==> config.mk <==
export PLATFORM = sky130hd
export DESIGN_NAME = mux_alusrc_reg
export DESIGN_NICKNAME = d
export VERILOG_FILES = /design/src/rtl/mux_alusrc_reg_pkg.sv /design/src/rtl/mux_alusrc_reg_imm_cond.sv /design/src/rtl/mux_alusrc_reg.sv
export SDC_FILE = /design/constraint.sdc
export NUM_CORES = 1
export LEC_CHECK = 0
export CELL_PAD_IN_SITES_DETAIL_PLACEMENT = 0
export CELL_PAD_IN_SITES_GLOBAL_PLACEMENT = 1
export CORE_UTILIZATION = 43
export CTS_CLUSTER_SIZE = 25
export DETAILED_ROUTE_END_ITERATION = 7
export DONT_BUFFER_PORTS = 1
export HOLD_SLACK_MARGIN = 0.02
export PLACE_DENSITY_LB_ADDON = 0.1
export SLEW_MARGIN = 20
export SYNTH_ARGS = -nofsm -noshare
export SYNTH_HDL_FRONTEND = slang
export SYNTH_SLANG_ARGS = --single-unit
==> constraint.sdc <==
create_clock -name clk -period 1.5 [get_ports clk]
set_input_delay 0.15 -clock clk [delete_from_list [all_inputs] [get_ports clk]]
set_output_delay 0.15 -clock clk [all_outputs]
set_load 0.005 [all_outputs]
==> src/rtl/mux_alusrc_reg_pkg.sv <==
// -----------------------------------------------------------------------------
// mux_alusrc_reg_pkg
// Shared definitions for the ALUSrc operand selector:
//   - DEFAULT_WIDTH : default datapath width
//   - MIN_WIDTH     : narrowest width the immediate path supports
//   - imm_mode_e    : immediate conditioning encodings (used when controle=1)
//   - lui_place()   : helper that builds the 32-bit LUI image of a 16-bit field
// -----------------------------------------------------------------------------
package mux_alusrc_reg_pkg;

  localparam int DEFAULT_WIDTH = 32;
  localparam int MIN_WIDTH     = 17;
  localparam int IMM_BITS      = 16;

  typedef enum logic [1:0] {
    IMM_PASS = 2'b00,  // extensor_sinal unmodified
    IMM_SEXT = 2'b01,  // sign-extend low halfword
    IMM_ZEXT = 2'b10,  // zero-extend low halfword
    IMM_LUI  = 2'b11   // low halfword into bits [31:16], zeros below
  } imm_mode_e;

  // LUI image is always defined on 32 bits; callers truncate or zero-extend
  // it to their own datapath width.
  function automatic logic [31:0] lui_place(input logic [IMM_BITS-1:0] imm);
    return {imm, {IMM_BITS{1'b0}}};
  endfunction

endpackage : mux_alusrc_reg_pkg

==> src/rtl/mux_alusrc_reg_imm_cond.sv <==
// -----------------------------------------------------------------------------
// alusrc_imm_cond
// Combinational immediate conditioning for the ALU B operand.
// Ports:
//   extensor_sinal [WIDTH-1:0] in  : immediate from the sign extender
//   imm_mode       [1:0]       in  : conditioning select (imm_mode_e)
//   imm_out        [WIDTH-1:0] out : conditioned immediate
// Unknown imm_mode values propagate X rather than falling back to a mode.
// -----------------------------------------------------------------------------
module alusrc_imm_cond
  import mux_alusrc_reg_pkg::*;
#(
  parameter int WIDTH = DEFAULT_WIDTH
) (
  input  logic [WIDTH-1:0] extensor_sinal,
  input  logic [1:0]       imm_mode,
  output logic [WIDTH-1:0] imm_out
);

  logic [IMM_BITS-1:0] imm16;
  logic [WIDTH-1:0]    sext_val;
  logic [WIDTH-1:0]    zext_val;
  logic [WIDTH-1:0]    lui_val;
  logic [31:0]         lui32;

  assign imm16    = extensor_sinal[IMM_BITS-1:0];
  assign sext_val = {{(WIDTH-IMM_BITS){imm16[IMM_BITS-1]}}, imm16};
  assign zext_val = {{(WIDTH-IMM_BITS){1'b0}}, imm16};
  assign lui32    = lui_place(imm16);

  // Fit the 32-bit LUI image to WIDTH: drop bits above WIDTH-1 on narrow
  // datapaths, zero-fill above bit 31 on wide ones.
  generate
    if (WIDTH < MIN_WIDTH) begin : g_bad_width
      $error("alusrc_imm_cond: WIDTH must be at least %0d", MIN_WIDTH);
    end else if (WIDTH == 32) begin : g_lui_eq
      assign lui_val = lui32;
    end else if (WIDTH < 32) begin : g_lui_narrow
      assign lui_val = lui32[WIDTH-1:0];
    end else begin : g_lui_wide
      assign lui_val = {{(WIDTH-32){1'b0}}, lui32};
    end
  endgenerate

  always_comb begin
    imm_out = 'x;
    case (imm_mode)
      IMM_PASS: imm_out = extensor_sinal;
      IMM_SEXT: imm_out = sext_val;
      IMM_ZEXT: imm_out = zext_val;
      IMM_LUI:  imm_out = lui_val;
      default:  imm_out = 'x;
    endcase
  end

endmodule : alusrc_imm_cond

==> src/rtl/mux_alusrc_reg.sv <==
// -----------------------------------------------------------------------------
// mux_alusrc_reg
// Registered ALUSrc multiplexer: picks read_data2 or a conditioned immediate
// and registers it as the ALU B operand with one cycle of latency.
// Ports:
//   clk            in  : rising-edge clock
//   rst            in  : synchronous active-high reset (beats stall/in_valid)
//   in_valid       in  : operands and control valid this cycle
//   stall          in  : hold output register and out_valid
//   read_data2     in  : register-file operand (rt)
//   extensor_sinal in  : immediate from the sign extender
//   controle       in  : 0 = read_data2, 1 = conditioned immediate
//   imm_mode       in  : immediate conditioning (only when controle=1)
//   saida_para_ALU out : registered ALU B operand
//   out_valid      out : saida_para_ALU was captured from a valid input
// All outputs come straight from flops; there is no input-to-output path.
// -----------------------------------------------------------------------------
module mux_alusrc_reg
  import mux_alusrc_reg_pkg::*;
#(
  parameter int WIDTH = DEFAULT_WIDTH
) (
  input  logic             clk,
  input  logic             rst,
  input  logic             in_valid,
  input  logic             stall,
  input  logic [WIDTH-1:0] read_data2,
  input  logic [WIDTH-1:0] extensor_sinal,
  input  logic             controle,
  input  logic [1:0]       imm_mode,
  output logic [WIDTH-1:0] saida_para_ALU,
  output logic             out_valid
);

  logic [WIDTH-1:0] imm_cond;
  logic [WIDTH-1:0] sel_val;

  alusrc_imm_cond #(
    .WIDTH (WIDTH)
  ) u_imm_cond (
    .extensor_sinal (extensor_sinal),
    .imm_mode       (imm_mode),
    .imm_out        (imm_cond)
  );

  // Plain conditional so an X on controle reaches the register instead of
  // silently picking one leg.
  assign sel_val = controle ? imm_cond : read_data2;

  always_ff @(posedge clk) begin
    if (rst) begin
      saida_para_ALU <= '0;
      out_valid      <= 1'b0;
    end else if (!stall) begin
      if (in_valid) begin
        saida_para_ALU <= sel_val;
        out_valid      <= 1'b1;
      end else begin
        out_valid      <= 1'b0;
      end
    end
  end

endmodule : mux_alusrc_reg

==> impl_metrics.tcl, run 1 <==
set metrics [dict create \
    run_status "finished clean" \
    fp.dieW_um 66.0 \
    synth_nets 282 \
    final_hold_viol_count 0 \
    crit_buf_inv 1 \
    crit_type "in2reg" \
    synth_seq_cells 33 \
    wl_per_cell_um 20.1 \
    clock_latency_ns 0.28 \
    worst_pin_slew_ns 0.711 \
    holdCritPathClass "in2reg" \
    vias 1584 \
    drive_gt1_share_pct 7.07 \
    post-cts-setup-buffer-count 0 \
    worstPathArrival_ns 1.29 \
    synth_compound_area_share_pct 24.5 \
    fin_worst_skew_ns 0 \
    yosys-top-cells-count "33 x dfxtp_1, 32 x nor2_1, 31 x nor3_1" \
    cp-start-kind "input port" \
    rows 22 \
    synth_top_family_by_area "compound AO/OA/AOI/OAI gates" \
    syn_area_um2 1760 \
    io_buffer_count 0 \
    ys.flop_type "dfxtp_1" \
    synthSimpleGateAreaFrac_pct 22.1 \
    synthXorXnorAreaFrac_pct 0 \
    worstPathRequired_ns 1.64 \
    fin_tns_setup_ns 0 \
    netlist_instances 211 \
    area_growth_pct 4.19 \
    cap_violations 0 \
    synth_top_area_cell "dfxtp_1" \
    regToRegSetupSlack_ns 0.74 \
    drc 0 \
    num-fill-cells 391 \
    drtAntennaViolNets 0 \
    die_area_um2 4350 \
    routed-wl-met2_mm 2.22 \
    synth_edf_count 0 \
    start_util_pct 46.3 \
    multi_input_area_um2 973 \
    root_buffer "clkbuf_8" \
    diodes 0 \
    ff_latch_area_um2 661 \
    leakage_uw 0.000638 \
    synth_area_leaders "dfxtp_1 38%, nor3_1 8.8%, mux2i_1 8.5%" \
    cts_hold_buf 2 \
    core_um2 3800 \
    post-route-period-util_pct 76.9 \
    ys_async_sr_fraction_pct 0 \
    path_max_fanout 19 \
    post_synth_fa_ha_maj_area_fraction_pct 0 \
    maxSlewHeadroom_pct 52.3 \
    max-vdd-ir-drop_v 0.000418 \
    setup_viol 0 \
    antenna_found_initial 0 \
    met3RoutedLength_um 515 \
    ios 104 \
    rsz0062_at_grt "no" \
    cts_tree "built" \
    max_stage_delay_ns 0.99 \
    totalPowerFinal_uw 1840 \
    wl_met1_mm 2.13 \
    grt_pass1_wl_mm 7.74 \
    finalWeightedCongestion 0.795 \
    synth.distinct_cells 24 \
    crit_slowest_cell "dlygate4sd3_1" \
    first_pass_iters 4 \
    routed_wl_mm 4.94 \
    clock_sinks 33 \
    htreeDepth 2 \
    yosysSeqAreaShare_pct 37.5 \
    cts.repair.resized 0 \
    dr.max_layer_used "met4" \
    die_y_um 66.0 \
    path_clk_slew_ns 0.07 \
    synth_most_common_cell "dfxtp_1" \
    max_freq_ghz 0.867 \
    muxShareOfSynthArea_pct 8.53 \
    vias_per_cell 6.44 \
    p_per_area_nw_per_um2 1010 \
    maxSlewViolCount 0 \
    yosysTopAreaCellShare_pct 37.5 \
    synth_area_per_cell_um2 8.34 \
    cp_top_family "buffers and inverters" \
    ys_warn_count 0 \
    min_period_ns 1.15 \
    grt_pass1_vias 1568 \
    cts_buffers 5 \
    drtIter0Drc 77 \
    grt_max_degree 35 \
    cts_max_path_buffers 2 \
    path_cells "dlygate4sd3_1, nor4_1" \
    nets 268 \
    endpoint_kind "flip-flop" \
    grt_usage_pct 23.5 \
    dpl.hpwl_mm 3.60 \
    grt_remaining_overflow 0 \
]
-- cells in the final DEF (no fill, tap or decap), drive strengths merged, types with 3 or more instances in the layout --
cell    Yosys  layout
a221oi     16      16
mux2i      15      15
o211ai     14      14
nor2       32      32
nand2       3       3
buf        10       4
nand3      15      15
a32o       14      14
dfxtp      33      33
clkbuf     17       6
nor3       31      31
-- through the flow --
stage          instances  area, um2  hold WS, ns  util [%]  setup slack [ns]
2_1_floorplan        211       1760        0.297         -             0.367
3_3_place_gp         236       1730        0.217      45.6             0.438
3_5_place_dp         236       1730        0.220      45.6             0.323
4_1_cts              246       1830       0.0765      48.3             0.365
5_1_grt              246       1830       0.0729      48.3             0.241
6_report             246       1830       0.0833      48.3             0.347
-- worst paths after layout --
| kind | startpoint | to | cells after the start |
|---|---|---|---|
| max | rst | saida_para_ALU[30]$_SDFFE_PP0P_ | 2 |
| min | extensor_sinal[3] | saida_para_ALU[3]$_SDFFE_PP0P_ | 2 |
| max reg2reg | saida_para_ALU[30]$_SDFFE_PP0P_ | saida_para_ALU[30]$_SDFFE_PP0P_ | 2 |
| min reg2reg | out_valid$_SDFFE_PP0N_ | out_valid$_SDFFE_PP0N_ | 2 |
-- report_power, final --
group	leakage [uW]	switching, uW	total (uW)	internal (uW)
combinational	0.000322	117	229	112
sequential	0.000271	40.5	972	932
clock	0.0000450	321	642	321
-- registers in the layout, summed over array words and instances (netlist names) --
name / cells
out_valid: 1
saida_para_ALU: 32
-- worst reg2reg max path, delay by kind of cell, from the launching register on --
| family | cells | cell delay (ns) |
|---|---|---|
| DFF | 1 | 0.37 |
| and+or+nand+nor | 2 | 0.30 |
-- routing by layer --
metal / vias to the layer above / global-route usage, %
li1: 773 / -
met1: 726 / 29.5
met2: 75 / 35.6
met3: 10 / 9.48
met4: 0 / 9.04
met5: - / 0
-- final cells by class --
type | count | area share (%)
Timing Repair Buffer | 6 | 2.73
Clock buffer | 6 | 3.96
Clock inverter | 2 | 0.546
Tap cell | 48 | 3.27
Multi-Input combinational cell | 149 | 53.1
Inverter | 2 | 0.409
Sequential cell | 33 | 36.0
-- cell families (layout without fill, tap and decap cells) --
family,count (synthesis),count (layout)
AND/OR/NAND/NOR,85,85
AO/OA/AOI/OAI,49,49
flip-flops,33,33
buffers and inverters,29,16
multiplexers,15,15
Power figures use the tool's default switching activity.
==> inputs of run 2 (changes only) <==
--- a/config.mk
+++ b/config.mk
@@ -7,7 +7,7 @@
 export LEC_CHECK = 0
 export CELL_PAD_IN_SITES_DETAIL_PLACEMENT = 0
 export CELL_PAD_IN_SITES_GLOBAL_PLACEMENT = 1
-export CORE_UTILIZATION = 43
+export CORE_UTILIZATION = 38
 export CTS_CLUSTER_SIZE = 25
 export DETAILED_ROUTE_END_ITERATION = 7
 export DONT_BUFFER_PORTS = 1
==> constraint.sdc (replaced) <==
create_clock -name clk -period 1 [get_ports clk]
set_input_delay 0.1 -clock clk [delete_from_list [all_inputs] [get_ports clk]]
set_output_delay 0.1 -clock clk [all_outputs]
set_load 0.005 [all_outputs]
==> run 2 against run 1 <==
The run now ends with negative hold slack left. Core utilization shrank 6.4 points. Sequential power up 50%. Clock power grew 73%. Critical path depth increased by 1. Die area grew 13%. Clock skew is the same. Critical endpoint is now saida_para_ALU[10]$_SDFFE_PP0P_. Largest cell class unchanged.
==> impl_metrics.tcl, run 2 (same netlist as run 1, synthesis figures left out) <==
set metrics [dict create \
    path_clk_slew_ns 0.07 \
    grt_usage_pct 20.5 \
    path_max_fanout 32 \
    leakage_uw 0.000638 \
    min_period_ns 0.821 \
    worstPathRequired_ns 1.21 \
    vias 1601 \
    first_pass_iters 4 \
    num-fill-cells 437 \
    dp_cells 238 \
    setup_viol 0 \
    area_growth_pct 4.98 \
    gr-max-usage-layer "met2" \
    max_freq_ghz 1.22 \
    finalWeightedCongestion 0.767 \
    vias_per_cell 6.51 \
    antenna_found_initial 0 \
    worst_pin_slew_ns 0.700 \
    post-route-period-util_pct 82.1 \
    die_y_um 70.1 \
    grtUsageMet3_pct 8.51 \
    grtUsageMet1_pct 27.0 \
    ios 104 \
    endpoint_kind "flip-flop" \
    dpl.hpwl_mm 3.61 \
    io_buffer_count 0 \
    grt_pass1_wl_mm 7.97 \
    grt_pass1_vias 1466 \
    start_util_pct 39.9 \
    drtAntennaViolNets 0 \
    maxSlewViolCount 0 \
    root_buffer "clkbuf_8" \
    core_um2 4410 \
    largest_registers "saida_para_ALU (32), out_valid (1)" \
    drtIter0Drc 91 \
    clock_latency_ns 0.28 \
    layout_commonest_cell "dfxtp_1" \
    diodes 0 \
    largest_reg_flops 32 \
    die_area_um2 4910 \
    holdCritPathClass "in2reg" \
    cts_buffers 5 \
    fp.dieW_um 70.1 \
    final_hold_viol_count 19 \
    fin_worst_skew_ns 0 \
    grt_max_degree 49 \
    use_met2_pct 30.2 \
    stdcell_count 246 \
    crit_type "in2reg" \
    worstPathArrival_ns 1.03 \
    hold_ws_ns -0.131 \
    rsz0062_at_grt "no" \
    nets 264 \
    failed_checks "negative hold slack" \
    htreeDepth 2 \
    p_per_area_nw_per_um2 1570 \
    drive_gt1_share_pct 6.70 \
    rows 24 \
    wl_per_cell_um 20.4 \
    cap_violations 0 \
    maxSlewHeadroom_pct 53.0 \
    cts_tree "built" \
    routed_wl_mm 5.01 \
    cp-start-kind "input port" \
    cts_max_path_buffers 2 \
    largest-register "saida_para_ALU" \
    max-vdd-ir-drop_v 0.000518 \
    final_cell_mix "33 x dfxtp_1, 32 x nor2_1, 31 x nor3_1" \
    grt_remaining_overflow 0 \
    finish.utilization_pct 41.9 \
    clock_sinks 33 \
    run_status "finished, violations left" \
    drc 0 \
]
==> run 2: cell count changes in the layout (fill, tap and decap cells not counted) <==
cell	change
clkbuf_8	+2
dlygate4sd3_1	-2
buf_12	+2
clkinv_2	-1
clkbuf_1	-1
buf_4	-4
==> run 2: final cells by class <==
cell class / instances / area, um2 / area share (%)
clock inverters: 1 / 5.00 / 0.271
repair buffers: 2 / 40.0 / 2.17
flip-flops and latches: 33 / 661 / 35.7
clock buffers: 7 / 96.3 / 5.21
well taps: 52 / 65.1 / 3.52
multi-input cells: 149 / 973 / 52.7
inverters: 2 / 7.51 / 0.406
==> run 2: critical path: stages <==
cell	delay, ns
a21boi_2	0.56
a221oi_1	0.20
nor3_1	0.17
==> run 2: path summary, 6_finish.rpt <==
check / from / end / slack, ns / depth (start not counted)
hold / removal: rst / saida_para_ALU[31]$_SDFFE_PP0P_ / -0.13 / 1
hold reg to reg: out_valid$_SDFFE_PP0N_ / out_valid$_SDFFE_PP0N_ / 0.47 / 2
setup / recovery: imm_mode[1] / saida_para_ALU[10]$_SDFFE_PP0P_ / 0.18 / 3
setup reg to reg: saida_para_ALU[30]$_SDFFE_PP0P_ / saida_para_ALU[30]$_SDFFE_PP0P_ / 0.23 / 2
==> run 2: power by group <==
part           leakage (uW)  internal (uW)  switching, uW
Clock             0.0000542            622            490
Sequential         0.000271           1400           61.4
Combinational      0.000313            169            166
==> run 2: layer usage <==
metal	wire length [um]	vias up
met2	2240	91
met3	524	11
met5	0	-
li1	-	766
met4	86	0
met1	2160	733
==> run 2: metrics by stage <==
| stage | total power, uW | TNS [ns] | setup slack, ns | hold WS [ns] | area, um2 |
|---|---|---|---|---|---|
| finish | 2910 | 0 | 0.179 | -0.131 | 1850 |
| floorplan | 1830 | -0.0245 | -0.0245 | 0.247 | 1760 |
| detailed placement | 1830 | -0.965 | -0.0805 | 0.167 | 1750 |
| global placement | 1810 | -0.465 | -0.0369 | 0.167 | 1750 |
| global route | 3050 | 0 | 0.0624 | -0.153 | 1850 |
| CTS | 2920 | 0 | 0.211 | -0.135 | 1850 |
==> run 2: timing repair <==
item,in CTS,in global routing
setup buffers,0,0
hold endpoints to repair,19,19
resized for setup,0,0
setup endpoints to repair,0,0
==> inputs of run 3 (changes only) <==
--- a/config.mk
+++ b/config.mk
@@ -7,7 +7,7 @@
 export LEC_CHECK = 0
 export CELL_PAD_IN_SITES_DETAIL_PLACEMENT = 0
 export CELL_PAD_IN_SITES_GLOBAL_PLACEMENT = 1
-export CORE_UTILIZATION = 38
+export CORE_UTILIZATION = 43
 export CTS_CLUSTER_SIZE = 25
 export DETAILED_ROUTE_END_ITERATION = 7
 export DONT_BUFFER_PORTS = 1
==> constraint.sdc (replaced) <==
create_clock -name clk -period 0.85 [get_ports clk]
set_input_delay 0.085 -clock clk [delete_from_list [all_inputs] [get_ports clk]]
set_output_delay 0.085 -clock clk [all_outputs]
set_load 0.005 [all_outputs]
==> run 3 against run 2 <==
The flow still finishes with violations (negative hold slack). Sequential power grew 18%. Count of clock-buffer cells in the layout increased by 1. Wire length increased by 0.88%. Flip-flop and latch count unchanged.
==> impl_metrics.tcl, run 3 (same netlist as run 1, synthesis figures left out) <==
set metrics [dict create \
    run_status "finished, violations left" \
    failed_checks "negative hold slack" \
    leakage_uw 0.000651 \
    p_clk_share_pct 34.3 \
    max-vdd-ir-drop_v 0.000776 \
    io_buffer_count 0 \
    ff_latch_area_um2 661 \
    r2r_end "saida_para_ALU[30]$_SDFFE_PP0P_" \
    fin_worst_skew_ns 0 \
    path_clk_slew_ns 0.06 \
    drtAntennaViolNets 0 \
    first_pass_iters 4 \
    hold_ws_ns -0.140 \
    dpl.hpwl_mm 3.67 \
    maxSlewViolCount 0 \
    fin_area_um2 1880 \
    area_growth_pct 6.68 \
    layout_commonest_cell "dfxtp_1" \
    finalWeightedCongestion 0.807 \
    grt_remaining_overflow 0 \
    p_seq_share_pct 52.8 \
    path_max_fanout 2 \
    crit_type "reg2reg" \
    die_area_um2 4350 \
    cp-start-kind "flip-flop" \
    die_y_um 66.0 \
    min_to "saida_para_ALU[31]$_SDFFE_PP0P_" \
    nets 266 \
    rsz0062_at_grt "no" \
    post_dp_cell_area_um2 1780 \
    wl_per_cell_um 20.7 \
    clock_sinks 33 \
    cts_max_path_buffers 2 \
    antenna_found_initial 0 \
    min_period_ns 0.745 \
    diodes 0 \
    num-fill-cells 371 \
    worstPathRequired_ns 1.04 \
    cap_violations 0 \
    pwr-share-comb_pct 12.9 \
    core_um2 3800 \
    cts_buffers 5 \
    ios 104 \
    final_cell_mix "33 x dfxtp_1, 32 x nor2_1, 31 x nor3_1" \
    max_freq_ghz 1.34 \
    clock_latency_ns 0.28 \
    drtIter0Drc 94 \
    p_per_area_nw_per_um2 1730 \
    holdPathStages 1 \
    post-route-period-util_pct 87.6 \
    r2r_cells 2 \
    holdCritPathClass "in2reg" \
    largest-register "saida_para_ALU" \
    vias_per_cell 6.59 \
    p_int_uw 2440 \
    rows 22 \
    maxSlewHeadroom_pct 63.6 \
    post-cts-setup-buffer-count 0 \
    largest_reg_flops 32 \
    switchingPower_uw 815 \
    worstPathArrival_ns 0.94 \
    cts_tree "built" \
    endpoint_kind "flip-flop" \
    grt_pass1_vias 1458 \
    fp.dieW_um 66.0 \
    grt_max_degree 35 \
    start_util_pct 46.3 \
    grt_usage_pct 23.7 \
    cts_hold_buf 1 \
    regToRegSetupSlack_ns 0.11 \
    drc 0 \
    largest_registers "saida_para_ALU (32), out_valid (1)" \
    vias 1609 \
    root_buffer "clkbuf_8" \
    htreeDepth 2 \
    totalPowerFinal_uw 3250 \
    routed_wl_mm 5.06 \
    hp-start "rst" \
    setup_viol 0 \
    worst_pin_slew_ns 0.545 \
    grt_pass1_wl_mm 7.76 \
    multi_input_area_um2 1010 \
    swShare_pct 25.0 \
    r2r-start "saida_para_ALU[30]$_SDFFE_PP0P_" \
    drive_gt1_share_pct 8.16 \
    final_hold_viol_count 19 \
]
run 3: cell count changes in the layout (fill, tap and decap cells not counted):
cell and change:
clkbuf_8 -2, a21boi_4 +1, dlygate4sd3_1 +1, a221oi_1 -5, a21boi_2 -1, clkinv_2 -1, buf_4 +1, clkbuf_1 +3
a221oi_2 +5
run 3: timing repair:
action / CTS / global route
setup endpoints to repair: 3 / 0
gates resized for setup: 1 / 0
hold endpoints to repair: 20 / 19
run 3: layout make-up:
class	instances	share of cell area, %
repair buffers	4	3.06
inverters	2	0.400
flip-flops and latches	33	35.2
clock buffers	8	4.26
multi-input cells	149	53.9
well taps	48	3.20
run 3: worst max-delay path by stage:
stage / to / cells after the start / slack [ns] / startpoint
after floorplan: saida_para_ALU[31]$_SDFFE_PP0P_ / 4 / -0.16 / imm_mode[0]
after global placement: saida_para_ALU[9]$_SDFFE_PP0P_ / 3 / -0.22 / imm_mode[1]
after detailed placement: saida_para_ALU[13]$_SDFFE_PP0P_ / 3 / -0.33 / imm_mode[1]
after CTS: saida_para_ALU[24] / 0 / 0.11 / saida_para_ALU[24]$_SDFFE_PP0P_
after global routing: saida_para_ALU[30]$_SDFFE_PP0P_ / 2 / 0.06 / saida_para_ALU[30]$_SDFFE_PP0P_
final: saida_para_ALU[30]$_SDFFE_PP0P_ / 2 / 0.11 / saida_para_ALU[30]$_SDFFE_PP0P_
run 3: power groups by stage:
stage | Sequential [uW] | Combinational, uW | Clock, uW
5_1_grt | 1730 | 469 | 1220
4_1_cts | 1720 | 421 | 1140
3_3_place_gp | 1750 | 397 | 0
3_5_place_dp | 1750 | 413 | 0
2_1_floorplan | 1730 | 449 | 0
6_report | 1720 | 420 | 1120
run 3: per-layer routing:
metal | global-route usage (%) | wire (um) | up-vias
met1 | 30.3 | 2190 | 750
li1 | - | - | 768
met4 | 7.98 | 75 | 0
met2 | 35.6 | 2270 | 83
met3 | 9.83 | 519 | 8
met5 | 0 | 0 | -
run 3: worst max-delay path: stages (launching register included):
cell,delay (ns)
dfxtp_1,0.37
nor2_1,0.06
nor4_1,0.23
run 3: stage by stage:
step           setup WS (ns)  TNS, ns  utilization, %  instances
2_1_floorplan         -0.160    -3.16               -        211
3_3_place_gp          -0.221    -3.73            46.9        235
3_5_place_dp          -0.334    -5.00            46.9        235
4_1_cts                0.107        0            49.4        244
5_1_grt               0.0645        0            49.4        244
6_report               0.105        0            49.4        244
